## config.mk

```make
export PLATFORM = sky130hd
export DESIGN_NAME = uart_cmd_ctrl
export DESIGN_NICKNAME = d
export VERILOG_FILES = /design/src/rtl/uart_cmd_ctrl.sv
export SDC_FILE = /design/constraint.sdc
export NUM_CORES = 2
export LEC_CHECK = 0
export CAP_MARGIN = 20
export CORE_UTILIZATION = 55
export CTS_BUF_LIST = sky130_fd_sc_hd__clkbuf_8
export DETAILED_ROUTE_END_ITERATION = 7
export PLACE_DENSITY = 0.91
export SLEW_MARGIN = 20
export SYNTH_ARGS = -nofsm -noshare
export SYNTH_HDL_FRONTEND = slang
export SYNTH_SLANG_ARGS = --single-unit
```

## constraint.sdc

```tcl
create_clock -name clk -period 2.7 [get_ports clk]
set_input_delay 0.27 -clock clk [delete_from_list [all_inputs] [get_ports clk]]
set_output_delay 0.27 -clock clk [all_outputs]
set_load 0.02 [all_outputs]
```

## src/rtl/uart_cmd_ctrl.sv

```systemverilog
// rtl/uart_cmd_ctrl.sv - UART command front end for a 384-bit tweakey / 128-bit block cipher
//
// Purpose:
//   Receives byte-framed commands from a UART and drives a block cipher core.
//   Opcode 0x4B loads a 48-byte key, and opcode 0x50 loads a 16-byte plaintext.
//   Loading a plaintext starts the cipher and returns the 16-byte ciphertext,
//   MSB byte first. Bytes inside a frame are shifted in at the LSB end, so the
//   first byte received ends up in the most significant byte.
//
// Optional feature (macro UART_CMD_KEY_ACK_EN):
//   defined   - after a complete key frame, the single byte 0xA5 is sent back.
//   undefined - a key frame completes silently.
//
// Ports:
//   clk, n_reset        system clock and asynchronous active-low reset
//   rx_data/avail/error received byte, its valid flag and its framing error flag
//   rx_ack              one-cycle pulse that clears rx_avail/rx_error in the UART
//   tx_data/tx_wr       byte to transmit and its one-cycle write strobe
//   tx_busy             UART transmitter busy
//   key, pt             cipher tweakey and plaintext registers
//   start               one-cycle cipher start pulse
//   ct, done            cipher ciphertext and completion (level or pulse)
//   busy                high whenever the controller is not idle

module uart_cmd_ctrl #(
  parameter logic [23:0] RX_TIMEOUT = 24'd1_000_000
) (
  input  logic         clk,
  input  logic         n_reset,
  input  logic [7:0]   rx_data,
  input  logic         rx_avail,
  input  logic         rx_error,
  output logic         rx_ack,
  output logic [7:0]   tx_data,
  output logic         tx_wr,
  input  logic         tx_busy,
  output logic [383:0] key,
  output logic [127:0] pt,
  output logic         start,
  input  logic [127:0] ct,
  input  logic         done,
  output logic         busy
);

  typedef enum logic [2:0] {
    IDLE, RX_KEY, RX_PT, START, WAIT, TX_LOAD, TX_WAIT, TX_GAP
  } state_t;

  state_t         state_q;
  logic [383:0]   key_q;
  logic [383:0]   key_sh_q;
  logic [127:0]   pt_q;
  logic [127:0]   pt_sh_q;
  logic [127:0]   tx_sh_q;
  logic [5:0]     cnt_q;
  logic [23:0]    tmo_q;
  logic           rx_ack_q;
  logic [7:0]     tx_data_q;
  logic           tx_wr_q;
  logic           start_q;
  logic           busy_q;

  // The UART only drops rx_avail after it sees our ack, so the flag is still
  // high in the cycle where the ack is visible. Gating on rx_ack_q prevents
  // the same byte from being consumed twice, and it also keeps acks from
  // ever landing on two consecutive cycles.
  logic rx_take;
  logic err_take;
  assign rx_take  = rx_avail && !rx_ack_q;
  assign err_take = rx_error && !rx_ack_q;

  always_ff @(posedge clk or negedge n_reset) begin
    if (!n_reset) begin
      state_q   <= IDLE;
      key_q     <= '0;
      key_sh_q  <= '0;
      pt_q      <= '0;
      pt_sh_q   <= '0;
      tx_sh_q   <= '0;
      cnt_q     <= '0;
      tmo_q     <= '0;
      rx_ack_q  <= 1'b0;
      tx_data_q <= '0;
      tx_wr_q   <= 1'b0;
      start_q   <= 1'b0;
      busy_q    <= 1'b0;
    end else begin
      rx_ack_q <= 1'b0;
      tx_wr_q  <= 1'b0;
      start_q  <= 1'b0;

      case (state_q)
        IDLE: begin
          // Acknowledge anything the UART presents. An errored byte is
          // dropped, and unknown opcodes are dropped.
          if (err_take || rx_take) begin
            rx_ack_q <= 1'b1;
            if (rx_take && !rx_error) begin
              if (rx_data == 8'h4B) begin
                state_q <= RX_KEY;
                cnt_q   <= 6'd48;
                tmo_q   <= '0;
                busy_q  <= 1'b1;
              end else if (rx_data == 8'h50) begin
                state_q <= RX_PT;
                cnt_q   <= 6'd16;
                tmo_q   <= '0;
                busy_q  <= 1'b1;
              end
            end
          end
        end

        RX_KEY, RX_PT: begin
          if (err_take) begin
            // A partial frame stays in the shadow register. The next full
            // frame overwrites every byte of it, so it never needs clearing.
            rx_ack_q <= 1'b1;
            state_q  <= IDLE;
            busy_q   <= 1'b0;
          end else if (rx_take) begin
            rx_ack_q <= 1'b1;
            tmo_q    <= '0;
            cnt_q    <= cnt_q - 6'd1;
            if (state_q == RX_KEY) begin
              key_sh_q <= {key_sh_q[375:0], rx_data};
              if (cnt_q == 6'd1) begin
                key_q <= {key_sh_q[375:0], rx_data};
`ifdef UART_CMD_KEY_ACK_EN
                tx_sh_q <= {8'hA5, 120'd0};
                cnt_q   <= 6'd1;
                state_q <= TX_LOAD;
`else
                state_q <= IDLE;
                busy_q  <= 1'b0;
`endif
              end
            end else begin
              pt_sh_q <= {pt_sh_q[119:0], rx_data};
              if (cnt_q == 6'd1) begin
                pt_q    <= {pt_sh_q[119:0], rx_data};
                state_q <= START;
              end
            end
          end else if (tmo_q >= RX_TIMEOUT - 24'd1) begin
            state_q <= IDLE;
            busy_q  <= 1'b0;
          end else begin
            tmo_q <= tmo_q + 24'd1;
          end
        end

        START: begin
          start_q <= 1'b1;
          state_q <= WAIT;
        end

        WAIT: begin
          if (done) begin
            tx_sh_q <= ct;
            cnt_q   <= 6'd16;
            state_q <= TX_LOAD;
          end
        end

        TX_LOAD: begin
          if (!tx_busy) begin
            tx_data_q <= tx_sh_q[127:120];
            tx_wr_q   <= 1'b1;
            state_q   <= TX_GAP;
          end
        end

        // The UART raises tx_busy one cycle after it sees tx_wr. This cycle
        // keeps TX_WAIT from reading the stale low value.
        TX_GAP: state_q <= TX_WAIT;

        TX_WAIT: begin
          if (!tx_busy) begin
            tx_sh_q <= {tx_sh_q[119:0], 8'h00};
            cnt_q   <= cnt_q - 6'd1;
            if (cnt_q == 6'd1) begin
              state_q <= IDLE;
              busy_q  <= 1'b0;
            end else begin
              state_q <= TX_LOAD;
            end
          end
        end

        default: begin
          state_q <= IDLE;
          busy_q  <= 1'b0;
        end
      endcase
    end
  end

  assign rx_ack  = rx_ack_q;
  assign tx_data = tx_data_q;
  assign tx_wr   = tx_wr_q;
  assign key     = key_q;
  assign pt      = pt_q;
  assign start   = start_q;
  assign busy    = busy_q;

endmodule

```

* Word-level counts from Yosys, hierarchy flattened
Cells that the tools add are included.
** Storage, ports and cells
- Logic and storage cells :: 116
- Flip-flop bits (word level) :: 1181
- Output and inout bits :: 524
- Input port bits :: 142
** Operators by class
- $add $sub $neg :: 2
- Equal/unequal tests :: 22
- Multiplexer cells :: 53
- Bitwise gates (word level) :: 3
- Order comparisons :: 1
- Reductions and logical operators :: 22
** Operators with widths (count)
- 128-bit two-way mux :: 2
- 128-bit case mux with 2 select lines :: 1
- 24-bit two-way mux :: 7
- 6-bit two-way mux :: 8
- 24-bit case mux with 2 select lines :: 1
- 3-bit two-way mux :: 14
- 24-bit by 1-bit adder with 24-bit output (second input constant) :: 1
- 24-bit by 20-bit >= comparator with 1-bit output (second input constant) :: 1
- 6-bit case mux with 4 select lines :: 1
- 3-bit case mux with 7 select lines :: 1
- 8-bit by 7-bit equality test with 1-bit output (second input constant) :: 2
- 1-bit two-way mux :: 16
- 8-bit AND reduction :: 2
- 2-bit inequality test (second input constant) :: 7
- 3-bit equality test (second input constant) :: 4
- 4-bit inequality test (second input constant) :: 3
- 5-bit AND reduction :: 2
- 4-bit AND reduction :: 2
- 7-bit AND reduction :: 1
- 3-bit by 2-bit equality test with 1-bit output (second input constant) :: 2
- 6-bit by 1-bit equality test with 1-bit output (second input constant) :: 1
- 3-bit inequality test (second input constant) :: 2
- 6-bit AND reduction :: 1
- 6-bit by 1-bit subtractor with 6-bit output (second input constant) :: 1
- 14 further kinds :: 20

* Depth between registers and ports, before layout
- Depth in word-level cells :: 6
- Mapped depth :: 10
- Mapped depth without buffers :: 7

* Least setup slack after synthesis
No wires, ideal clock.
- Path kind :: register to register
- From :: register rx_ack_q (netlist: rx_ack)
- To :: register tmo_q[15]
- Clock period less this slack :: 2.219 ns
- Path slack :: 0.481 ns
- Setup time :: 0.119 ns
- Buffers on the path :: 0
- Data required time :: 2.581 ns
- Cell stages (with the launch flop) :: 7
- Data arrival time :: 2.101 ns
- Cells stage by stage :: dfrtp_1 > nor3b_4 > o211ai_2 > a211oi_4 > o211ai_4 > o31a_2 > o21a_1
** Between the ends
- Word-level cells in the longest chain between the ends :: 5
- Elaborated cells on any way between the ends :: 13
- Classes of those cells :: eq/ne (4); mux (3); reduce/logical (6)
** Ends and longest elaborated chain
- start, declared :: RTL line 57 : logic rx_ack_q;
- start signal, assigned :: RTL line 82 : rx_ack_q <= 1'b0;
- start signal, assigned :: RTL line 88 : rx_ack_q <= 1'b0;
- start signal, assigned :: RTL line 97 : rx_ack_q <= 1'b1;
- 1-bit zero test * :: RTL line 69, 70
- 1-bit logical AND (on tied branches) :: RTL line 69, 70
- 24-bit two-way mux, or another cell as far along :: RTL line 121 : end else if (rx_take) begin
- 24-bit two-way mux / 2-bit inequality test (equally long branches)
- 24-bit case mux with 2 select lines / 6-bit AND reduction (equally long branches)
- end signal, assigned :: RTL line 149 : tmo_q <= tmo_q + 24'd1;
- end, declared :: RTL line 56 : logic [23:0] tmo_q;
Every way passes the cells marked *; elsewhere a longest branch is shown, timed or not. The select of a mux whose other input is x is not followed.
A chain may end at the register's enable or synchronous reset.

* Final worst setup path
- From :: register tmo_q[0]
- To :: register tmo_q[17]
** Between the ends
- Word-level cells in the longest chain between the ends :: 5
- Elaborated cells on any way between the ends :: 8
- Classes of those cells :: add/sub (1); order compare (1); eq/ne (1); mux (4); reduce/logical (1)
** Ends and longest elaborated chain
- 24-bit by 1-bit adder with 24-bit output :: RTL line 149
- 24-bit two-way mux :: RTL line 145 : end else if (tmo_q >= RX_TIMEOUT - 24'd1) begin
- 24-bit two-way mux :: RTL line 121
- 24-bit two-way mux :: RTL line 115 : if (err_take) begin
- 24-bit case mux with 2 select lines :: RTL line 92 : case (state_q)
Parallel ways exist; a longest one is shown, timed or not. The select of a mux whose other input is x is not followed.

==> flow_metrics.env <==
export IMPL_status="completed"
export IMPL_syn_area_per_cell_um2=15.5
export IMPL_met2_usage=0.480
export IMPL_die_area_um2=83600
export IMPL_critPathMaxFanout=9
export IMPL_tightestPinTransition_ns=0.637
export IMPL_antenna_found_initial=0
export IMPL_skew_ns=0.0849
export IMPL_drt_initial_drc_count=1575
export IMPL_r2r_start="tmo_q[0]$_DFFE_PN0P_"
export IMPL_whs_endpoint="tx_sh_q[5]$_DFFE_PN0P_"
export IMPL_wire_per_inst_um=24.0
export IMPL_postCtsHoldBufs=5
export IMPL_ys_seq_elements=1181
export IMPL_grt_max_degree=110
export IMPL_cts_sinks=1181
export IMPL_hp_class="in2reg"
export IMPL_syn_inst=2933
export IMPL_top_level_ports=666
export IMPL_max_freq_mhz=431
export IMPL_use_met3=0.0901
export IMPL_power_total_w=0.0392
export IMPL_vias=27576
export IMPL_drive_gt1_frac=0.367
export IMPL_gp_congestion=0.845
export IMPL_clock_root_buffer="clkbuf_8"
export IMPL_cts_buffer_depth=3
export IMPL_endpoint_kind="flip-flop"
export IMPL_die_x_um=289
export IMPL_yosys_warnings=0
export IMPL_synth_main_ff_cell="dfrtp_1"
export IMPL_place_inst=4611
export IMPL_core_area_um2=81100
export IMPL_worstHoldStart="ct[5]"
export IMPL_r2r_slack_ns=0.38
export IMPL_path_class="reg2reg"
export IMPL_drc_errors=0
export IMPL_r2r_end="tmo_q[17]$_DFFE_PN0P_"
export IMPL_synth_edf_count=0
export IMPL_hold_path_depth=2
export IMPL_ant_nets=0
export IMPL_setup_viol_count_final=0
export IMPL_fin_cells=4936
export IMPL_area_growth_pct=27.9
export IMPL_overflow=0
export IMPL_clk_pin_slew_ns=0.07
export IMPL_maxSlewViolCount=0
export IMPL_grt_first_pass_wirelength_um=180000
export IMPL_max_slew_margin_rel=0.575
export IMPL_cp_data_required_time_ns=3.41
export IMPL_hold_violations=0
export IMPL_grt_pass1_vias=30102
export IMPL_max_vdd_ir_drop_v=0.000719
export IMPL_diodes=0
export IMPL_grt_setup_unrepaired="no"
export IMPL_cts_resized=0
export IMPL_gr_usage_met1=0.341
export IMPL_cts_setup_buffers=0
export IMPL_layout_min_cycle_time_ns=2.32
export IMPL_routed_via_density=5.59
export IMPL_tns_ns=0
export IMPL_powerDensity_nw_per_um2=677
export IMPL_grtUsageTotal=0.285
export IMPL_totalWireLength_um=118000
export IMPL_globalRoute_busiestLayer="met2"
export IMPL_dpl_hpwl_um=78900
export IMPL_arrival_ns=3.03
export IMPL_synth_seq_area_share=0.652
export IMPL_period_share=0.859
export IMPL_power_leakage_nw=29.6
export IMPL_cts_max_level=4
export IMPL_r2r_cells=8
export IMPL_die_height_um=289
export IMPL_portBuffers=665
export IMPL_worstSkewPairLatency_ns=0.85
export IMPL_cts_tree="done"
export IMPL_synthArstFlopShare=1.00
export IMPL_drv_cap=0
export IMPL_row_count=104
export IMPL_start_util=0.559
export IMPL_cts_buffers=182
export IMPL_fin_nets=3885
export IMPL_synth_area_um2=45300
export IMPL_start_kind="flip-flop"
export IMPL_synth_nets=3078
export IMPL_yosysUniqueCellTypes=62
export IMPL_drtPass1Iterations=5
[kinds of logic (layout without fill, tap and decap cells)]
| family | count (synthesis) | after routing | synth area share |
|---|---|---|---|
| compound gates | 205 | 205 | 0.0272 |
| flops | 1181 | 1181 | 0.652 |
| buf+inv | 169 | 1112 | 0.0158 |
| simple gates | 229 | 229 | 0.0236 |
| fa+ha+maj | 4 | 4 | 0.00108 |
| xor+xnor | 8 | 8 | 0.00155 |
| mux | 1137 | 1137 | 0.279 |
[sequential cells by signal, indices dropped and copies added (netlist names), 3 cells and up]
signal and count:
key_sh_q 376, tx_data 8, state_q 3, pt 128, tx_sh_q 128, cnt_q 6, pt_sh_q 120, tmo_q 24
key 384
[power breakdown]
part           total [W]  switching (W)  internal, W
clock network     0.0153        0.00724      0.00810
registers         0.0196       0.000820       0.0188
logic            0.00426        0.00242      0.00185
[worst max-delay path, stage by stage (launching register included)]
cell and delay [ns]:
dfrtp_1 0.43, ha_1 0.23, and3_1 0.17, a311oi_1 0.35, o211a_1 0.22, buf_4 0.19
o211ai_4 0.13, or3_1 0.36, a21oi_1 0.17
[cell type report]
class / instances / area, µm²
clock buffer: 231 / 3180
clock inverter: 89 / 634
fill: 4713 / 23100
inverter: 6 / 22.5
multi-input combinational: 1583 / 15100
sequential: 1181 / 29600
tap: 1060 / 1330
timing repair buffer: 786 / 8150
[worst max path at each step]
stage | start | to | slack [ns] | depth (start not counted)
finish | tmo_q[0]$_DFFE_PN0P_ | tmo_q[17]$_DFFE_PN0P_ | 0.38 | 8
global route | tmo_q[0]$_DFFE_PN0P_ | tmo_q[17]$_DFFE_PN0P_ | 0.26 | 8
CTS | n_reset | key_sh_q[171]$_DFFE_PN0P_ | 0.31 | 4
detailed placement | rx_data[0] | tmo_q[15]$_DFFE_PN0P_ | -0.21 | 9
global placement | rx_data[0] | tmo_q[15]$_DFFE_PN0P_ | -0.07 | 9
floorplan | rx_ack$_DFF_PN0_ | tmo_q[15]$_DFFE_PN0P_ | 0.48 | 6
[cells in the mapped netlist, drive strengths merged, types with 5 or more instances]
cell type  number  area share
or3             9      0.0012
nand2b          5     0.00069
a22o            8      0.0015
mux2i         120       0.026
nand2         146       0.012
o211ai          8      0.0017
xor2            5     0.00097
clkbuf         89      0.0074
dfrtp        1181        0.65
mux2         1017        0.25
a21oi          16      0.0018
nor2           21      0.0017
nand3           8     0.00099
inv             6     0.00050
o21ai         142       0.016
nor3            6     0.00077
buf            74      0.0079
and2            8      0.0011
[stage by stage]
stage | instance area (µm²) | setup WS (ns) | hold slack (ns) | utilization
2_1_floorplan | 45300 | 0.481 | -0.0256 | -
3_3_place_gp | 54100 | -0.0664 | 0.285 | 0.668
3_5_place_dp | 54100 | -0.210 | 0.280 | 0.668
4_1_cts | 58000 | 0.309 | 0.00137 | 0.715
5_1_grt | 58000 | 0.262 | 0.0335 | 0.715
6_report | 58000 | 0.382 | 0.0714 | 0.715
[routing by layer]
metal / vias up / part of all wire
li1: 12038 / -
met1: 14336 / 0.38
met2: 952 / 0.50
met3: 250 / 0.079
met4: 0 / 0.034
met5: - / 0
[layout by cell type (no fill, tap or decap), types with 46 or more instances in the layout]
master / instances
dfrtp_1: 1181
mux2_2: 1017
clkdlybuf4s50_1: 664
clkbuf_8: 231
nand2_1: 144
o21ai_0: 139
mux2i_1: 120
buf_4: 70
inv_1: 58
buf_12: 46
Power figures use the tool's default switching activity.
